[src/rtl/gate_bist.sv]
// Exhaustive stimulus/response self-test for an N-input reduction gate.
// Walks every input vector, checks the gate against the selected function and compacts its outputs into an LFSR signature.
module gate_bist #(
  parameter int N     = 2,
  parameter int SIG_W = 16
) (
  input  logic             clk,
  input  logic             rst,
  input  logic             start,
  input  logic [1:0]       op_sel,
  input  logic             dut_out,
  output logic [N-1:0]     vec_out,
  output logic             vec_valid,
  output logic             busy,
  output logic             done,
  output logic             pass,
  output logic [N:0]       err_cnt,
  output logic [N-1:0]     first_fail,
  output logic [SIG_W-1:0] signature
);

  // state   | meaning
  // S_IDLE  | waiting for start, outputs cleared by reset
  // S_RUN   | one vector compared per edge
  // S_DONE  | results held until the next start
  localparam logic [1:0] S_IDLE = 2'd0;
  localparam logic [1:0] S_RUN  = 2'd1;
  localparam logic [1:0] S_DONE = 2'd2;

  localparam logic [N:0]   ERR_ONE = 1;
  localparam logic [N-1:0] VEC_ONE = 1;

  logic [1:0] state;
  logic [1:0] op;
  logic       expected;
  logic       mismatch;
  logic       fb;

  always_comb begin
    expected = 1'b0;
    case (op)
      2'b00:   expected = |vec_out;
      2'b01:   expected = &vec_out;
      2'b10:   expected = ^vec_out;
      default: expected = ~|vec_out;
    endcase
  end

  assign mismatch = (dut_out != expected);
  assign fb       = signature[15] ^ signature[13] ^ signature[12] ^ signature[10] ^ dut_out;

  // Status flags decode straight from the state register, so no input reaches them combinationally.
  assign busy = (state == S_RUN);
  assign done = (state == S_DONE);
  assign pass = (state == S_DONE) && (err_cnt == '0);

  always_ff @(posedge clk or posedge rst) begin
    if (rst) begin
      state      <= S_IDLE;
      op         <= 2'b00;
      vec_out    <= '0;
      vec_valid  <= 1'b0;
      err_cnt    <= '0;
      first_fail <= '0;
      signature  <= '0;
    end else begin
      case (state)
        S_IDLE, S_DONE: begin
          if (start) begin
            state      <= S_RUN;
            op         <= op_sel;
            vec_out    <= '0;
            vec_valid  <= 1'b1;
            err_cnt    <= '0;
            first_fail <= '0;
            signature  <= '0;
          end
        end
        S_RUN: begin
          if (mismatch) begin
            err_cnt <= err_cnt + ERR_ONE;
            if (err_cnt == '0)
              first_fail <= vec_out;
          end
          signature <= {signature[SIG_W-2:0], fb};
          if (&vec_out) begin
            state     <= S_DONE;
            vec_valid <= 1'b0;
          end else begin
            vec_out <= vec_out + VEC_ONE;
          end
        end
        default: state <= S_IDLE;
      endcase
    end
  end

endmodule
[config.mk]
export PLATFORM = sky130hd
export DESIGN_NAME = gate_bist
export DESIGN_NICKNAME = d
export VERILOG_FILES = /design/src/rtl/gate_bist.sv
export SDC_FILE = /design/constraint.sdc
export NUM_CORES = 1
export LEC_CHECK = 0
export BUFFER_PORTS_ARGS = -buffer_cell sky130_fd_sc_hd__buf_4
export CAP_MARGIN = 20
export CORE_ASPECT_RATIO = 0.9
export CORE_MARGIN = 2
export CORE_UTILIZATION = 50
export DETAILED_ROUTE_END_ITERATION = 8
export PLACE_DENSITY_LB_ADDON = 0.05
export SLEW_MARGIN = 0
export SYNTH_ARGS = -nofsm -noshare
export SYNTH_HDL_FRONTEND = slang
export SYNTH_SLANG_ARGS = --single-unit
[constraint.sdc]
create_clock -name clk -period 4 [get_ports clk]
set_input_delay 0.6 -clock clk [delete_from_list [all_inputs] [get_ports clk]]
set_output_delay 0.6 -clock clk [all_outputs]
set_load 0.005 [all_outputs]
==> results.yml <==
layout:
  fillers: 209
  layout_common_cells: "buf_4, dfrtp_1, nand2_1"
  multiInputGateArea_um2: 561
  fin_cells: 179
  fin_nets: 162
  antenna_cells: 0
  mostFrequentLayoutCell: "buf_4"
  final_util_pct: 66.4
  syn_to_final_growth_pct: 24.9
  final_layout_size_suffix_gt1_share_pct: 27.8
  regArea_um2: 701
route:
  vias: 996
  antenna_left: 0
  wl_per_cell_um: 14.9
  drt_wl_total_mm: 2.67
  drt_iter0_drc: 31
  drc: 0
  viasPerCell: 5.56
  dr.pass1.iters: 4
synthesis:
  yosys_warnings: 0
  syn_area_um2: 1310
  syn_inst: 118
  syn-num-nets: 128
  ys_ff_latch: 28
  synth_cell_types: 29
  yosysSeqAreaShare_pct: 53.4
  synth_area_per_cell_um2: 11.1
  synth_ff_type: "dfrtp_1"
  synthArstFlopShare_pct: 100
  synth_edf_count: 0
sta:
  finalClockSkew_ns: 0.0115
  fin_crit_ns: 2.32
  drv_slew: 0
  rsz0062_at_grt: "no"
  final.setup.tns_ns: 0
  whs_ns: 0.289
  fmax_mhz: 431
  hold_viol: 0
  finalSetupViolations: 0
  worstMarginPinSlew_ns: 0.660
  slew_headroom_pct: 56.0
  fin_crit_sh_pct: 58.1
cts:
  cts_hold_buf: 0
  clk_pin_slew_ns: 0.15
  cts_made_buffers: 3
  postCtsSetupBuffers: 0
  clock_latency_ns: 0.33
  cts_tree: "built"
  cts-root-buf: "clkbuf_4"
  cts_buffer_depth: 2
  clock-sinks: 28
  htreeDepth: 1
  post_cts_resized: 0
worst_setup_path:
  start_kind: "flip-flop"
  cp_data_required_time_ns: 3.40
  slowest_delay_ns: 0.54
  critPathSlowestCell: "inv_1"
  reg2regPathDepth: 7
  crit_chain: "nand2b_1 > inv_1 > buf_4"
  worstSetupPathType: "reg -> out"
  crit_fanout: 24
  crit_arrival_ns: 1.72
  critPathCaptureType: "output port"
  cp_num_buf_inv: 2
  crit_cells: 3
  cp_top_family: "buffers and inverters"
outcome:
  outcome: "finished, final reports clean"
die:
  die_w_um: 58.0
  die_y_um: 52.6
  core_um2: 2470
  initial_core_util_pct: 53.1
  io_pins: 33
  rows: 17
  dieArea_um2: 3050
grt:
  antenna_found_initial: 0
  track_usage_pct: 19.8
  grt_pass1_wl_mm: 4.51
  grt_max_degree: 29
  grt_overflow: 0
  grt_pass1_vias: 932
power_and_ir_drop:
  p_sw_w: 0.000561
  internal_power_w: 0.000886
  pwr-share-comb_pct: 52.0
  power.share.clock_pct: 12.6
  p_sw_share_pct: 38.8
  p_leak_nw: 0.848
  p_seq_share_pct: 35.4
  max-vdd-ir-drop_v: 0.000543
  p_per_area_nw_per_um2: 884
placement:
  gp_congestion: 0.720
  port_buffers: 32
  place_inst: 173
  dpl.hpwl_mm: 1.86
hold_path:
  hold_class: "in -> async"
run:
  maxCapViolations: 0
-- worst paths after layout --
check	from	end	slack, ns
worst max register to register	state[1]	err_cnt[0]	1.81
worst min-delay path	rst	signature[4]	0.29
max in group asynchronous	rst	err_cnt[1]	3.22
min in group clk	op_sel[0]	op[0]	0.46
worst max-delay path	state[1]	busy	1.68
worst min register to register	first_fail[0]	first_fail[0]	0.51
-- registers in the layout (all words and copies together) (netlist names) --
name,flops
state,2
vec_valid,1
op,2
err_cnt,3
first_fail,2
vec_out,2
signature,16
-- logic make-up after synthesis --
group                      after synthesis  share of synthesized area (%)
muxes                                    5                           4.29
xor gates and xnor gates                 4                           2.67
and+or+nand+nor                         34                           12.1
DFF                                     28                           53.4
adders and majority gates                4                           3.82
buffers and inverters                   12                           3.82
AOI/OAI and AO/OA                       31                           19.8
-- per-stage QoR --
step           setup slack [ns]  total power (W)  cell area, µm²
3_5_place_dp               1.69          0.00125            1560
4_1_cts                    1.67          0.00144            1620
5_1_grt                    1.47          0.00157            1640
2_1_floorplan              2.06         0.000991            1310
6_report                   1.68          0.00145            1640
3_3_place_gp               1.75          0.00123            1560
-- power by group through the flow --
stage          registers, W  clock network [W]  logic (W)
2_1_floorplan      0.000504                  0   0.000487
3_3_place_gp       0.000509                  0   0.000721
3_5_place_dp       0.000517                  0   0.000730
4_1_cts            0.000512           0.000188   0.000742
5_1_grt            0.000532           0.000197   0.000840
6_report           0.000513           0.000183   0.000752
-- synth_stat cells (2+ instances only) --
| cell type | count | area [µm²] |
|---|---|---|
| dfrtp_1 | 28 | 701 |
| a22o_1 | 16 | 140 |
| mux2i_1 | 3 | 30.0 |
| nand2b_1 | 4 | 25.0 |
| ha_1 | 4 | 50.1 |
| nor2b_1 | 2 | 12.5 |
| a32o_1 | 2 | 20.0 |
| o21ai_0 | 5 | 25.0 |
| nand2_1 | 18 | 67.6 |
| inv_1 | 7 | 26.3 |
| buf_2 | 4 | 20.0 |
| a311oi_1 | 2 | 17.5 |
| nor2_1 | 5 | 18.8 |
| xnor2_1 | 3 | 26.3 |
-- metal layers --
layer	GRT usage, %	vias to the layer above	routed length [µm]
met1	29.7	482	1280
met5	0	-	0
li1	-	486	-
met4	8.91	0	38
met2	28.4	24	1240
met3	2.72	4	114
-- layout make-up --
type | instances | share of cell area, %
multi-input combinational | 78 | 34.2
timing repair buffer | 34 | 16.0
inverter | 7 | 1.60
clock buffer | 3 | 1.38
tap | 28 | 2.14
clock inverter | 1 | 1.83
sequential | 28 | 42.8
Power figures use the tool's default switching activity.
